--- config.mk ---
export PLATFORM = sky130hd
export DESIGN_NAME = ram_arbiter
export DESIGN_NICKNAME = d
export VERILOG_FILES = /design/src/rtl/ram_arbiter.sv
export SDC_FILE = /design/constraint.sdc
export NUM_CORES = 1
export LEC_CHECK = 0
export ABC_AREA = 1
export CAP_MARGIN = 20
export CORE_UTILIZATION = 36
export DETAILED_ROUTE_END_ITERATION = 16
export PLACE_DENSITY = 0.73
export SETUP_SLACK_MARGIN = 0.4
export SLEW_MARGIN = 5
export SYNTH_ARGS = -nofsm -noshare
export SYNTH_HDL_FRONTEND = slang
export SYNTH_SLANG_ARGS = --single-unit
--- constraint.sdc ---
create_clock -name clk -period 1.3 [get_ports clk]
set_clock_uncertainty 0.1 [all_clocks]
set_input_delay 0.26 -clock clk [delete_from_list [all_inputs] [get_ports clk]]
set_output_delay 0.26 -clock clk [all_outputs]
set_load 0.1 [all_outputs]
--- src/rtl/ram_arbiter.sv ---
// rtl/ram_arbiter.sv - single-port RAM arbiter between a CPU port and a host/debug loader port
// Three-cycle access (sample, RAM strobe, ack); CPU wins contention until the host has lost STARVE_LIMIT times.
module ram_arbiter #(
    parameter int ADDR_W       = 12,
    parameter int DATA_W       = 4,
    parameter int STARVE_LIMIT = 3
) (
    input  logic              clk,
    input  logic              reset,

    input  logic              cpu_req,
    input  logic              cpu_we,
    input  logic [ADDR_W-1:0] cpu_addr,
    input  logic [DATA_W-1:0] cpu_wdata,
    output logic [DATA_W-1:0] cpu_rdata,
    output logic              cpu_ack,

    input  logic              host_req,
    input  logic              host_we,
    input  logic [ADDR_W-1:0] host_addr,
    input  logic [DATA_W-1:0] host_wdata,
    output logic [DATA_W-1:0] host_rdata,
    output logic              host_ack,

    output logic              ram_cs,
    output logic              ram_we,
    output logic [ADDR_W-1:0] ram_addr,
    output logic [DATA_W-1:0] ram_wdata,
    input  logic [DATA_W-1:0] ram_rdata,

    output logic [1:0]        owner
);

    localparam int CNT_W = (STARVE_LIMIT < 1) ? 1 : $clog2(STARVE_LIMIT + 1);
    localparam logic [CNT_W-1:0] LIMIT = CNT_W'(STARVE_LIMIT);

    localparam logic [1:0] OWN_NONE = 2'b00;
    localparam logic [1:0] OWN_CPU  = 2'b01;
    localparam logic [1:0] OWN_HOST = 2'b10;

    typedef enum logic [1:0] {
        S_IDLE,
        S_CPU_ACC,
        S_HOST_ACC,
        S_ACK
    } state_t;

    state_t              state_q, state_d;
    logic [CNT_W-1:0]    starve_q, starve_d;
    logic [1:0]          owner_q, owner_d;
    logic                ram_cs_q, ram_cs_d;
    logic                ram_we_q, ram_we_d;
    logic [ADDR_W-1:0]   ram_addr_q, ram_addr_d;
    logic [DATA_W-1:0]   ram_wdata_q, ram_wdata_d;
    logic                cpu_ack_q, cpu_ack_d;
    logic                host_ack_q, host_ack_d;
    logic [DATA_W-1:0]   cpu_rdata_q, cpu_rdata_d;
    logic [DATA_W-1:0]   host_rdata_q, host_rdata_d;
    logic                host_wins;

    // The RAM strobe registers double as the latched request: loaded on ACC
    // entry, cleared on every other transition so the bus idles at zero.
    always_comb begin
        state_d      = state_q;
        starve_d     = starve_q;
        owner_d      = owner_q;
        ram_cs_d     = 1'b0;
        ram_we_d     = 1'b0;
        ram_addr_d   = '0;
        ram_wdata_d  = '0;
        cpu_ack_d    = 1'b0;
        host_ack_d   = 1'b0;
        cpu_rdata_d  = cpu_rdata_q;
        host_rdata_d = host_rdata_q;
        host_wins    = 1'b0;

        case (state_q)
            S_IDLE: begin
                if (cpu_req || host_req) begin
                    host_wins = host_req && (!cpu_req || (starve_q == LIMIT));
                    ram_cs_d  = 1'b1;
                    if (host_wins) begin
                        state_d     = S_HOST_ACC;
                        starve_d    = '0;
                        owner_d     = OWN_HOST;
                        ram_we_d    = host_we;
                        ram_addr_d  = host_addr;
                        ram_wdata_d = host_wdata;
                    end else begin
                        state_d     = S_CPU_ACC;
                        owner_d     = OWN_CPU;
                        ram_we_d    = cpu_we;
                        ram_addr_d  = cpu_addr;
                        ram_wdata_d = cpu_wdata;
                        if (host_req && (starve_q != LIMIT)) begin
                            starve_d = starve_q + 1'b1;
                        end
                    end
                end
            end
            S_CPU_ACC: begin
                state_d   = S_ACK;
                cpu_ack_d = 1'b1;
                if (!ram_we_q) begin
                    cpu_rdata_d = ram_rdata;
                end
            end
            S_HOST_ACC: begin
                state_d    = S_ACK;
                host_ack_d = 1'b1;
                if (!ram_we_q) begin
                    host_rdata_d = ram_rdata;
                end
            end
            S_ACK: begin
                state_d = S_IDLE;
                owner_d = OWN_NONE;
            end
            default: begin
                state_d = S_IDLE;
                owner_d = OWN_NONE;
            end
        endcase
    end

    always_ff @(posedge clk or posedge reset) begin
        if (reset) begin
            state_q      <= S_IDLE;
            starve_q     <= '0;
            owner_q      <= OWN_NONE;
            ram_cs_q     <= 1'b0;
            ram_we_q     <= 1'b0;
            ram_addr_q   <= '0;
            ram_wdata_q  <= '0;
            cpu_ack_q    <= 1'b0;
            host_ack_q   <= 1'b0;
            cpu_rdata_q  <= '0;
            host_rdata_q <= '0;
        end else begin
            state_q      <= state_d;
            starve_q     <= starve_d;
            owner_q      <= owner_d;
            ram_cs_q     <= ram_cs_d;
            ram_we_q     <= ram_we_d;
            ram_addr_q   <= ram_addr_d;
            ram_wdata_q  <= ram_wdata_d;
            cpu_ack_q    <= cpu_ack_d;
            host_ack_q   <= host_ack_d;
            cpu_rdata_q  <= cpu_rdata_d;
            host_rdata_q <= host_rdata_d;
        end
    end

    assign cpu_rdata  = cpu_rdata_q;
    assign cpu_ack    = cpu_ack_q;
    assign host_rdata = host_rdata_q;
    assign host_ack   = host_ack_q;
    assign ram_cs     = ram_cs_q;
    assign ram_we     = ram_we_q;
    assign ram_addr   = ram_addr_q;
    assign ram_wdata  = ram_wdata_q;
    assign owner      = owner_q;

endmodule

==> Yosys cells after proc, flatten, opt, wreduce, memory -nomap -nowiden <==
Cells that the tools add are included.
{ "totals": {"regBits": 34, "latch_bits": 0, "ram_bits": 0, "mem_bits_ro": 0, "input_bits": 42, "output_inout_bits": 30, "word_cells": 51, "mem_count": 0} }
{ "classes": {"n_addsub": 1, "n_mul": 0, "n_div": 0, "order_cmp": 0, "n_eq_ne": 6, "shifts": 0, "n_mux": 19, "bitwise_logic": 1, "reduce_logical": 13} }
{ "ops": {"columns": ["op", "count"], "rows": [
  ["12-bit 2-to-1 mux", 3],
  ["4-bit 2-to-1 mux", 3],
  ["2-bit 2-to-1 mux", 4],
  ["1-bit 2-to-1 mux", 7],
  ["2-bit == test, second input constant", 3],
  ["2-bit one-hot mux with 3 select lines", 1],
  ["2-bit AND reduction", 3],
  ["2-bit inequality test, second input constant", 2],
  ["2-bit one-hot mux with 2 select lines", 1],
  ["2-bit nonzero test", 2],
  ["3-bit AND reduction", 1],
  ["2-bit by 1-bit adder with 2-bit output, second input constant", 1],
  ["2-bit by 1-bit == test with 1-bit output, second input constant", 1],
  ["1-bit logical AND", 2],
  ["2-bit zero test", 1],
  ["1-bit logical OR", 2],
  ["2-bit OR reduction", 1],
  ["1-bit zero test", 1],
  ["1-bit inverter", 1]
]} }

==> Longest topological paths before layout <==
Gate-level depths: netlist of the first run.
{ "depth": {"ltp_word": 6, "ltp_mapped": 7, "ltp_nobuf": 6} }

==> Worst setup path after synthesis of the first run <==
Ideal clock, no wire load.
{ "synth_path": {"kind": "register to register", "startpoint": "register ram_we_q, in the netlist ram_we", "endpoint": "register cpu_rdata_q[0], in the netlist cpu_rdata[0]", "setup_time_ns": 0.083, "arrival_time_ns": 1.349, "required_ns": 1.117, "slack_ns": -0.232, "path_stages_with_launch": 5, "n_path_buf": 0, "synth_period_minus_slack_ns": 1.532, "path_cell_list": "dfrtp_1 -> inv_1 -> nand2_1 -> nand2_1 -> o21ai_0"} }
{ "synth_via": {"elab_chain_len": 2} }
{ "synth_rtl": {"columns": ["element", "line", "rtl"], "rows": [
  ["from (decl)", "52", "logic ram_we_q, ram_we_d;"],
  ["from (signal assigned)", "144", "ram_we_q <= ram_we_d;"],
  ["1-bit inverter (no source line)", null, null],
  ["2-bit AND reduction (no source line)", null, null],
  ["to (signal assigned)", "149", "cpu_rdata_q <= cpu_rdata_d;"],
  ["to (decl)", "57", "logic [DATA_W-1:0] cpu_rdata_q, cpu_rdata_d;"]
]} }
Every way passes these cells.
A chain may end at the register's enable or synchronous reset.

==> Worst setup path after layout of the first run <==
{ "layout_path": {"startpoint": "register state_q[1]", "endpoint": "register ram_addr_q[10], in the netlist ram_addr[10]"} }
{ "layout_via": {"elab_chain_len": 2} }
{ "layout_rtl": {"columns": ["element", "line", "rtl"], "rows": [
  ["from (decl)", "48", "state_t state_q, state_d;"],
  ["from (signal assigned)", "140", "state_q <= state_d;"],
  ["2-bit zero test", "77", "case (state_q)"],
  ["12-bit 2-to-1 mux", "77", null],
  ["via ram_addr_d[10]", "53", "logic [ADDR_W-1:0] ram_addr_q, ram_addr_d;"],
  ["to (signal assigned)", "145", "ram_addr_q <= ram_addr_d;"],
  ["to (decl)", "53", null]
]} }
The timed path passes the listed nets, and every way through them passes these cells.

==> results of run 1 <==
-- kinds of logic (layout without fill, tap and decap cells) --
kind of cell | after synthesis | count (layout) | share of synthesized area
AOI/OAI and AO/OA | 9 | 9 | 0.0312
adders and majority gates | 5 | 5 | 0.0433
buffers and inverters | 20 | 125 | 0.0702
DFF | 34 | 34 | 0.589
and+or+nand+nor | 87 | 90 | 0.266
-- layout by cell type, fill, tap and decap left out, types with 3 or more instances in the layout --
cell / netlist / routed
o21ai_1: 0 / 3
ha_4: 0 / 3
buf_12: 0 / 35
buf_4: 4 / 17
nor2_4: 0 / 6
nand2_2: 0 / 3
dfrtp_4: 0 / 29
nand2_8: 0 / 3
inv_1: 11 / 4
dfrtp_1: 34 / 4
inv_2: 1 / 4
nand3_1: 44 / 22
nand3_2: 0 / 22
nand2_1: 40 / 25
clkbuf_8: 0 / 6
nand2_4: 0 / 9
clkdlybuf4s50_1: 0 / 39
o21ai_2: 0 / 5
buf_6: 1 / 8
clkbuf_16: 0 / 3
-- where the power goes --
group          leakage [uW]  internal [uW]  switching [uW]  total, uW
registers          0.000395           1650             411       2060
logic               0.00106           2600            4150       6750
clock network     0.0000455            432             411        843
-- worst paths after layout --
kind / start / slack, ns / to / cells after the start
worst min register to register: starve_q[1] / 0.41 / starve_q[1] / 2
min in group clk: cpu_req / 0.38 / starve_q[0] / 3
worst min-delay path: reset / 0.24 / ram_addr[4] / 3
worst max register to register: state_q[1] / -0.14 / ram_addr[10] / 7
worst max-delay path: state_q[1] / -0.14 / ram_addr[10] / 7
max in group asynchronous: reset / 0.64 / ram_addr[1] / 3
-- synthesized netlist by cell type (all sizes together) --
| cell type | number |
|---|---|
| inv | 12 |
| nor2 | 3 |
| nand2 | 40 |
| o21ai | 9 |
| buf | 8 |
| nand3 | 44 |
| dfrtp | 34 |
| ha | 5 |
-- final cells by class --
class / count / area (um2) / share of cell area
well taps: 48 / 60.1 / 0.0174
repair buffers: 105 / 1430 / 0.415
clock buffers: 8 / 90.1 / 0.0262
inverters: 12 / 66.3 / 0.0193
flip-flops and latches: 34 / 961 / 0.279
multi-input cells: 104 / 838 / 0.243
-- layer usage --
layer | GRT usage | wire (um) | vias up
met3 | 0.0833 | 496 | 37
met2 | 0.579 | 4030 | 104
met5 | 0 | 0 | -
met1 | 0.368 | 2720 | 882
li1 | - | - | 723
met4 | 0.171 | 434 | 0
-- tightest hold or removal path: stages --
cell             delay (ns)
clkdlybuf4s50_1        0.44
clkinvlp_4             0.10
buf_12                 0.20
-- what timing repair did --
item	in CTS	in global routing
pin swaps	12	23
hold buffers	0	0
setup endpoints to repair	64	64
setup buffers	5	10
gates resized for setup	57	26
gates cloned	4	3
-- state kept, by name, indices dropped and copies added, names as in the netlist --
signal / cells
ram_we: 1
ram_addr: 12
ram_wdata: 4
host_rdata: 4
state_q: 2
cpu_rdata: 4
cpu_ack: 1
host_ack: 1
owner: 2
starve_q: 2
ram_cs: 1
-- metrics by stage --
stage | total power (uW) | area (um2) | setup slack [ns] | utilization | hold slack [ns]
finish | 9650 | 3440 | -0.138 | 0.920 | 0.240
global route | 9850 | 3440 | -0.136 | 0.920 | 0.260
CTS | 8740 | 3180 | -0.0344 | 0.849 | 0.250
detailed placement | 7230 | 2770 | -0.436 | 0.741 | 0.383
global placement | 7080 | 2770 | -0.341 | 0.741 | 0.375
floorplan | 5130 | 1620 | 0.0634 | - | 0.101
==> flow_metrics.tcl, run 1 <==
set metrics [dict create \
    run_status "complete, but fails checks" \
    violations "negative setup slack" \
    transition_at_the_pin_with_the_smallest_max_transition_slack_ns 0.387 \
    synth_seq_cells 34 \
    die_height_um 65.3 \
    syn2layout_area_growth_pct 139 \
    post_synth.cell_area_avg_um2 9.32 \
    syn_nets 202 \
    ys_types 12 \
    min_path_type "in2async" \
    final-hold-violation-count 0 \
    max-clock-path-buffers 2 \
    drt_iter0_markers 146 \
    final.setup.tns_ns -2.60 \
    groute.usage.overall 0.331 \
    postRouteWirelength_mm 7.68 \
    final_layout_size_suffix_gt1_frac 0.608 \
    critPathArrivalTime_ns 1.57 \
    worst_setup_hold_path_clk_slew_ns 0.07 \
    finalNonFillerCells 311 \
    post-synth-top-area-cell "dfrtp_1" \
    buffer_ports.inserted 71 \
    via_count 1746 \
    area_contributors_post_synth "dfrtp_1 (59%), nand3_1 (15%), nand2_1 (10%), ha_1 (4.3%), o21ai_0 (3.1%)" \
    placementRows 22 \
    finalSetupViolCount 54 \
    clk-insertion-delay-late_ns 0.30 \
    ys.warnings.count 0 \
    max-cap-violations 0 \
    cts_made_buffers 5 \
    criticalPathCategory "reg2reg" \
    vdd.ir_drop.worst_uv 2240 \
    fmaxAchievable_mhz 696 \
    timing.final.crit_period_ns 1.44 \
    count_of_inserted_antenna_diode_cells 0 \
    cts_tree "done" \
    yosys.area.top_type_share 0.589 \
    n_fill_cell 136 \
    detailedRoute.firstPassIterationCount 5 \
    number_of_nets_at_the_end_of_the_flow 309 \
    path_delay_family "flip-flops" \
    clockRootBuffer "clkbuf_8" \
    h-tree-depth 2 \
    grt_pass1_vias 1743 \
    post_synth_inst_count 155 \
    design.portCount 72 \
    pwr_density_cell_nw_per_um2 2800 \
    critical_path.slowest_cell "dfrtp_1" \
    timing.final.max_slew_violations 0 \
    dpl.cell_count 281 \
    post-route-worst-setup-slack_ns -0.138 \
    ant_nets 0 \
    place.gp.congestion 0.848 \
    remaining_overflow_grt 0 \
    grt_setup_unrepaired "yes" \
    synth_sequential_area_ratio 0.589 \
    drt-wirelength-per-cell_um 24.7 \
    pin_count_of_the_biggest_net_entering_global_routing 35 \
    route.detailed.vias_per_inst 5.61 \
    die_area_um2 4270 \
    synthesis.area_um2 1440 \
    floorplan.initialDensity 0.386 \
    final_worst_path_cycle_share 1.11 \
    grt_first_pass_wirelength_mm 9.67 \
    crit_path_start_kind "register" \
    worst_slew_margin_rel 0.739 \
    cts_sinks 34 \
    dp.final_hpwl_mm 3.44 \
    antenna_found_initial 0 \
    post-route-drc-count 0 \
    setup.worst_path.end_class "register" \
    cp_max_fo 5 \
    leakagePower_uw 0.00150 \
    slowest_delay_ns 0.42 \
    timing.critical_path.required_ns 1.43 \
    worstPathCellList "inv_2 > ha_4 > nand2_4 > inv_8 > clkbuf_16 > nand3_1 > nand2_1" \
    fp.coreArea_um2 3740 \
    critical_path_buf_inv_count 3 \
    dieWidth_um 65.3 \
]
Note: power is estimated with default switching activity, not from simulation.
==> run 2: changes to the inputs <==
--- a/config.mk
+++ b/config.mk
@@ -6,7 +6,6 @@
 export NUM_CORES = 1
 export LEC_CHECK = 0
 export ABC_AREA = 1
-export CAP_MARGIN = 20
 export CORE_UTILIZATION = 36
 export DETAILED_ROUTE_END_ITERATION = 16
 export PLACE_DENSITY = 0.73
==> results of run 2 <==
No change in the layout: final DEF, timing and power equal those of run 1.
